### src/rtl/ps2_rx_if.sv
// PS/2 receiver bus: raw keyboard lines in, scancode byte strobe and status out.
interface ps2_rx_if;
  logic       i_ps2_clk;
  logic       i_ps2_data;
  logic       o_byte_en;
  logic [7:0] o_byte;
  logic       o_err;
  logic       o_busy;

  // Keyboard side: drives the raw lines, observes the decoded bytes.
  modport master (
    output i_ps2_clk,
    output i_ps2_data,
    input  o_byte_en,
    input  o_byte,
    input  o_err,
    input  o_busy
  );

  // Receiver side.
  modport slave (
    input  i_ps2_clk,
    input  i_ps2_data,
    output o_byte_en,
    output o_byte,
    output o_err,
    output o_busy
  );
endinterface

### src/rtl/ps2_rx.sv
// PS/2 device-to-host frame receiver. Synchronises the raw ps2_clk/ps2_data
// lines, samples data on each ps2_clk falling edge and assembles 11-bit frames
// (start, 8 data bits LSB first, odd parity, stop) into scancode bytes.
// Malformed or stalled frames produce a one-cycle error strobe instead.
module ps2_rx #(
  parameter int TIMEOUT_CYCLES = 50000,
  parameter int CNT_W          = 16
) (
  input  logic   clk,
  input  logic   i_sclr,
  ps2_rx_if.slave bus
);

  typedef enum logic [1:0] {
    IDLE   = 2'd0,
    DATA   = 2'd1,
    PARITY = 2'd2,
    STOP   = 2'd3
  } state_t;

  state_t             state, state_n;
  logic               ps2c_meta, ps2c_sync, ps2c_prev;
  logic               ps2d_meta, ps2d_sync;
  logic               fall;
  logic [2:0]         bitcnt, bitcnt_n;
  logic [7:0]         shift, shift_n;
  logic               parity_ok, parity_ok_n;
  logic [CNT_W-1:0]   tcnt, tcnt_n;
  logic [7:0]         byte_q, byte_n;
  logic               byte_en_q, byte_en_n;
  logic               err_q, err_n;
  logic               timeout;

  // Odd parity over data plus parity bit: a good frame has an odd count of ones.
  function automatic logic odd_parity_ok(input logic [7:0] d, input logic p);
    return ^{d, p};
  endfunction

  // Two-flop synchronisers on both lines plus the edge-history flop; idle high.
  always_ff @(posedge clk or posedge i_sclr) begin
    if (i_sclr) begin
      ps2c_meta <= 1'b1;
      ps2c_sync <= 1'b1;
      ps2c_prev <= 1'b1;
      ps2d_meta <= 1'b1;
      ps2d_sync <= 1'b1;
    end else begin
      ps2c_meta <= bus.i_ps2_clk;
      ps2c_sync <= ps2c_meta;
      ps2c_prev <= ps2c_sync;
      ps2d_meta <= bus.i_ps2_data;
      ps2d_sync <= ps2d_meta;
    end
  end

  assign fall = ps2c_prev & ~ps2c_sync;

  // A stalled frame is abandoned only if no edge arrives in the expiring cycle.
  assign timeout = (state != IDLE) && !fall && (tcnt == CNT_W'(TIMEOUT_CYCLES - 1));

  // Next-state and datapath decode; everything holds unless a rule below fires.
  always_comb begin
    state_n     = state;
    bitcnt_n    = bitcnt;
    shift_n     = shift;
    parity_ok_n = parity_ok;
    byte_n      = byte_q;
    byte_en_n   = 1'b0;
    err_n       = 1'b0;
    tcnt_n      = (state == IDLE || fall) ? '0 : tcnt + CNT_W'(1);

    if (timeout) begin
      state_n  = IDLE;
      err_n    = 1'b1;
      shift_n  = '0;
      bitcnt_n = '0;
    end else if (fall) begin
      unique case (state)
        IDLE: begin
          if (!ps2d_sync) begin
            state_n  = DATA;
            bitcnt_n = '0;
          end
        end
        DATA: begin
          shift_n  = {ps2d_sync, shift[7:1]};
          bitcnt_n = bitcnt + 3'd1;
          if (bitcnt == 3'd7) state_n = PARITY;
        end
        PARITY: begin
          parity_ok_n = odd_parity_ok(shift, ps2d_sync);
          state_n     = STOP;
        end
        STOP: begin
          if (ps2d_sync && parity_ok) begin
            byte_n    = shift;
            byte_en_n = 1'b1;
          end else begin
            err_n = 1'b1;
          end
          state_n = IDLE;
        end
        default: state_n = IDLE;
      endcase
    end
  end

  // State, frame assembly and registered output strobes.
  always_ff @(posedge clk or posedge i_sclr) begin
    if (i_sclr) begin
      state     <= IDLE;
      bitcnt    <= '0;
      shift     <= '0;
      parity_ok <= 1'b0;
      tcnt      <= '0;
      byte_q    <= '0;
      byte_en_q <= 1'b0;
      err_q     <= 1'b0;
    end else begin
      state     <= state_n;
      bitcnt    <= bitcnt_n;
      shift     <= shift_n;
      parity_ok <= parity_ok_n;
      tcnt      <= tcnt_n;
      byte_q    <= byte_n;
      byte_en_q <= byte_en_n;
      err_q     <= err_n;
    end
  end

  assign bus.o_byte_en = byte_en_q;
  assign bus.o_byte    = byte_q;
  assign bus.o_err     = err_q;
  assign bus.o_busy    = (state != IDLE);

endmodule
### src/flat_wrapper.sv
// flat-port wrapper written by rule: the top's interface ports become plain ports
module ps2_rx_flat 
#(
  parameter int TIMEOUT_CYCLES = 50000,
  parameter int CNT_W          = 16
)
  (clk, i_sclr, bus_i_ps2_clk, bus_i_ps2_data, bus_o_byte_en, bus_o_byte, bus_o_err, bus_o_busy);
  ps2_rx_if bus_i ();
  input  logic clk;
  input  logic i_sclr;
  input wire logic [$bits(bus_i.i_ps2_clk)-1:0] bus_i_ps2_clk;
  input wire logic [$bits(bus_i.i_ps2_data)-1:0] bus_i_ps2_data;
  output wire logic [$bits(bus_i.o_byte_en)-1:0] bus_o_byte_en;
  output wire logic [$bits(bus_i.o_byte)-1:0] bus_o_byte;
  output wire logic [$bits(bus_i.o_err)-1:0] bus_o_err;
  output wire logic [$bits(bus_i.o_busy)-1:0] bus_o_busy;
  assign bus_i.i_ps2_clk = bus_i_ps2_clk;
  assign bus_i.i_ps2_data = bus_i_ps2_data;
  assign bus_o_byte_en = bus_i.o_byte_en;
  assign bus_o_byte = bus_i.o_byte;
  assign bus_o_err = bus_i.o_err;
  assign bus_o_busy = bus_i.o_busy;
  ps2_rx #(.TIMEOUT_CYCLES(TIMEOUT_CYCLES), .CNT_W(CNT_W)) u_core (.clk(clk), .i_sclr(i_sclr), .bus(bus_i));
endmodule
### config.mk
export PLATFORM = sky130hd
export DESIGN_NAME = ps2_rx_flat
export DESIGN_NICKNAME = d
export VERILOG_FILES = /design/src/rtl/ps2_rx_if.sv /design/src/rtl/ps2_rx.sv /design/src/flat_wrapper.sv
export SDC_FILE = /design/constraint.sdc
export NUM_CORES = 1
export LEC_CHECK = 0
export BUFFER_PORTS_ARGS = -buffer_cell sky130_fd_sc_hd__buf_2
export CORE_MARGIN = 2
export CORE_UTILIZATION = 55
export DETAILED_ROUTE_END_ITERATION = 8
export MAX_ROUTING_LAYER = met4
export PLACE_DENSITY_LB_ADDON = 0.2
export REMOVE_ABC_BUFFERS = 1
export SLEW_MARGIN = 20
export SYNTH_ARGS = -nofsm -noshare
export SYNTH_HDL_FRONTEND = slang
export SYNTH_SLANG_ARGS = --single-unit
### constraint.sdc
create_clock -name clk -period 2.45 [get_ports clk]
set_clock_uncertainty 0.1 [all_clocks]
set_input_delay 0.3675 -clock clk [delete_from_list [all_inputs] [get_ports clk]]
set_output_delay 0.3675 -clock clk [all_outputs]
set_load 0.01 [all_outputs]
* Word-level counts from Yosys, hierarchy flattened
Cells that the tools add are included. W data, S select, Z words.
Word-level totals: bits in registers 45, bits in read-only memories 0, bits of input ports 4, memories 0, bits in writable memories 0, bits in latches 0
Cells by class: add/subtract/negate cells 2, shifts and indexed selects 0, divide/modulo/power cells 0, eq/ne operators 7, multiplexer cells 21, $lt $le $gt $ge 0, bitwise gates (word level) 3, reduce and logical (&&, ||, !) cells 16, multiply operators 0
Operator list (number):
- $mux W8 | 3
- $add A16 B1 Y16 const B | 1
- $eq A16 B16 Y1 const B | 1
- $mux W16 | 1
- $mux W3 | 3
- $reduce_and A3 Y1 | 3
- $reduce_xor A9 Y1 | 1
- $mux W1 | 8
- $mux W2 | 4
- $pmux W2 S4 | 1
- $pmux W3 S2 | 1
- $reduce_bool A2 Y1 | 3
- $eq A2 B2 Y1 const B | 2
- $reduce_and A4 Y1 | 1
- $add A3 B1 Y3 const B | 1
- $eq A3 B3 Y1 const B | 1
- $logic_and A1 B1 Y1 | 3
- $ne A3 B1 Y1 const B | 1
- $ne A3 B3 Y1 const B | 1
- $reduce_bool A3 Y1 | 1
- $eq A2 B1 Y1 const B | 1
- $logic_not A2 Y1 | 1
- $not A1 Y1 | 2
- $reduce_and A2 Y1 | 1
- other kinds (3) | 3

* Longest topological paths before layout
depth in word-level cells 7, mapped depth 7, mapped depth without buffers 6

* Worst setup path before layout
OpenSTA, ideal clock, no wires.
path kind reg-to-reg, start register u_core.state[0], end register u_core.state[1], stages on the path, launching flop included 8, buffers on the path 2, period minus slack after synthesis 1777 ps, data arrival time 1540 ps, path slack 673 ps, path through dfrtp_1 inv_1 ha_1 or2_2 buf_2 nor2_1 buf_4 o221ai_1
Between the ends: longest elaborated chain between the ends 5, elaborated cells between the ends (all ways) 14, classes of those cells eq/ne (5); mux (3); reduce/logical (6)
Ends and longest elaborated chain:
- start: declaration | line ps2_rx.sv:21 | state_t state, state_n;
- start signal: assignment | line ps2_rx.sv:120 | state <= state_n;
- branches (longest 5 deep; another with $pmux W2 S4)
Parallel ways; which one is timed is not known. The select of a mux whose other input is x is not followed. A chain may end at the register's enable or synchronous reset.

* Worst setup path after layout
start register u_core.state[0], end register u_core.state[0]
The elaborated chain is that of the path after synthesis.

==> out/metrics.cfg <==
[cts]
clockRootBuffer = clkbuf_8
clock_sinks = 45
cts_resized = 0
clk_path_buf_depth = 2
hold_buffers = 0
cts_tree = done
worstSkewPairLatency_ns = 0.30
cts_setup_buffers = 0
cts.reportedPaths.clkPinSlew_ns = 0.07
cts_max_level = 2
numCtsBuffers = 5

[final_layout]
nFillCells = 303
design_area_um2 = 2374
regArea_um2 = 1132
finalNonFillerCells = 264
areaGrowthSynthToFinish_pct = 11.20
n_antenna_cell = 0
utilization = 0.6435
multi_input_area_um2 = 938.4
finalNetCount = 227
drive_gt1_frac = 0.2083

[placed_design]
port-buffer-count = 14
place_inst = 256
dp_slack_ns = 0.4778
gp_congestion = 0.8132
place_area_um2 = 2253
dpl.hpwl_mm = 2.708

[synth]
synth.distinct_cells = 41
post-synth-top-count-cell = dfrtp_1
synth_area_leaders = dfrtp_1 47%, dfstp_2 6.2%, ha_1 4.7%
syn_avg_cell_area_um2 = 10.78
synth_edf_count = 0
netlist_area_um2 = 2135
synth_flop_cell = dfrtp_1
synth-seq-cells = 45
ys_seq_area_frac = 0.5305
synth.top_cell.area_share = 0.4689
syn_inst = 198
yosysWarnings = 0
async_flop_share = 1.000
synth_common_cells = 40 x dfrtp_1, 20 x nand2_1, 17 x nand3_1
yosysTopAreaCell = dfrtp_1

[power_and_ir_drop]
p_leak_nw = 1.107
power_frac_clock = 0.255
comb_power_share = 0.299
total_power_mw = 2.249
p_int_mw = 1.510
vdd_drop_max_uv = 492.4
netSwitchingFraction = 0.3285
p_switching_uw = 738.9
seq_power_share = 0.446
power_density_nw_per_um2 = 947.7

[timing]
setup-violations-final = 0
fin_setup_tns_ns = 0
hold_viol_final = 0
whs_ns = 0.06700
rsz0062_at_grt = false
fin_crit_ns = 1.982
timing.fmax_mhz = 504.6
slew_headroom = 0.6405
min_period_over_period = 0.8088
setup_slack_ns = 0.4684
drv_slew = 0
worst_slew_pin_slew_ns = 0.5392

[worst_setup_path]
crit_buf_inv = 2
cp-end-kind = flip-flop
arrival_ns = 2.04
critPathKind = reg2reg
cp_max_fo = 18
cpMaxStageDelayCell = or2_2
crit_required_ns = 2.51
cpPeakStageDelay_ns = 0.47
cpLargestDelayFamily = simple AND/OR/NAND/NOR gates
path_cells = inv_1 -> ha_1 -> or2_2 -> nor2_1 -> buf_4 -> o221ai_1
start_kind = flip-flop

[global_route]
grt_use_total = 0.2077
grt_pass1_wl_mm = 6.713
antenna_found_initial = 0
grt_overflow = 0
grt_max_degree = 46
grt_pass1_vias = 1551

[min_path]
worstHoldPathType = in2reg

[drt]
wl_mm = 3.794
ant_nets = 0
drc = 0
viasPerCell = 5.678
drt_iter0_markers = 99
vias = 1499
first_pass_iters = 4
post_drt_wl_per_cell_um = 14.37

[floorplan]
ios = 15
initial_core_util = 0.5787
dieArea_um2 = 4395
core_area_um2 = 3689
die_h_um = 66.30
fp.dieW_um = 66.30
fp-row-count = 22

[outcome]
status = completed

[flow_run]
maxCapViolCount = 0

final timing paths:
check / from / endpoint / slack, ns / cells after the start
worst max-delay path: u_core.state[0] / u_core.state[0] / 0.47 / 6
worst min-delay path: bus_i_ps2_clk / u_core.ps2c_meta / 0.07 / 1
max in group asynchronous: i_sclr / u_core.ps2c_prev / 1.77 / 3
worst min register to register: u_core.ps2d_meta / u_core.ps2d_sync / 0.26 / 0
min in group asynchronous: i_sclr / u_core.bus.o_byte[1] / 0.10 / 3
worst max register to register: u_core.state[0] / u_core.state[0] / 0.47 / 6
layout by cell type, fill, tap and decap left out, types with 2 or more instances in the layout:
| master | count |
|---|---|
| dfrtp_1 | 40 |
| nand2_1 | 20 |
| nand3_1 | 17 |
| nor2_1 | 15 |
| buf_2 | 14 |
| a21oi_1 | 12 |
| xor2_1 | 9 |
| mux2_2 | 8 |
| inv_1 | 8 |
| xnor2_1 | 8 |
| ha_1 | 8 |
| nand4_1 | 6 |
| clkbuf_8 | 6 |
| o211ai_1 | 5 |
| dfstp_2 | 5 |
| o21ai_1 | 3 |
| buf_4 | 3 |
| and3_1 | 2 |
| o21ai_0 | 2 |
| or3_1 | 2 |
| o221ai_1 | 2 |
power by group through the flow:
stage | registers, mW | logic, mW | clock network (mW)
3_3_place_gp | 1.01 | 0.632 | 0
4_1_cts | 1.00 | 0.679 | 0.590
2_1_floorplan | 0.999 | 0.499 | 0
3_5_place_dp | 1.02 | 0.675 | 0
5_1_grt | 1.03 | 0.753 | 0.632
6_report | 1.00 | 0.673 | 0.573
registers in the layout (all words and copies together) (netlist names), 2 cells and up:
register / flops
u_core.bitcnt: 3
u_core.bus.o_byte: 8
u_core.shift: 8
u_core.state: 2
u_core.tcnt: 16
per-layer routing:
layer,up-vias,GRT usage,part of all wire
met5,-,-,0
met4,0,0.07143,0.0090
met3,4,0.06303,0.046
met2,31,0.3313,0.49
met1,740,0.2517,0.45
li1,724,-,-
area by class of cell:
type                    count  area share
clock buffers               6     0.03479
clock inverters             2     0.01581
inverters                   8     0.01265
multi-input cells         138      0.3954
flip-flops and latches     45      0.4771
well taps                  48     0.02530
repair buffers             17     0.03901
kinds of logic (layout without fill, tap and decap cells):
logic type                 count (synthesis)  in the layout  share of synthesized area
and+or+nand+nor                           77             77                     0.1940
DFF                                       45             45                     0.5305
AOI/OAI and AO/OA                         27             27                    0.07621
xor gates and xnor gates                  18             18                    0.08031
buffers and inverters                     15             33                    0.02989
adders and majority gates                  8              8                    0.04690
muxes                                      8              8                    0.04221
(Power assumes the default switching activity.)
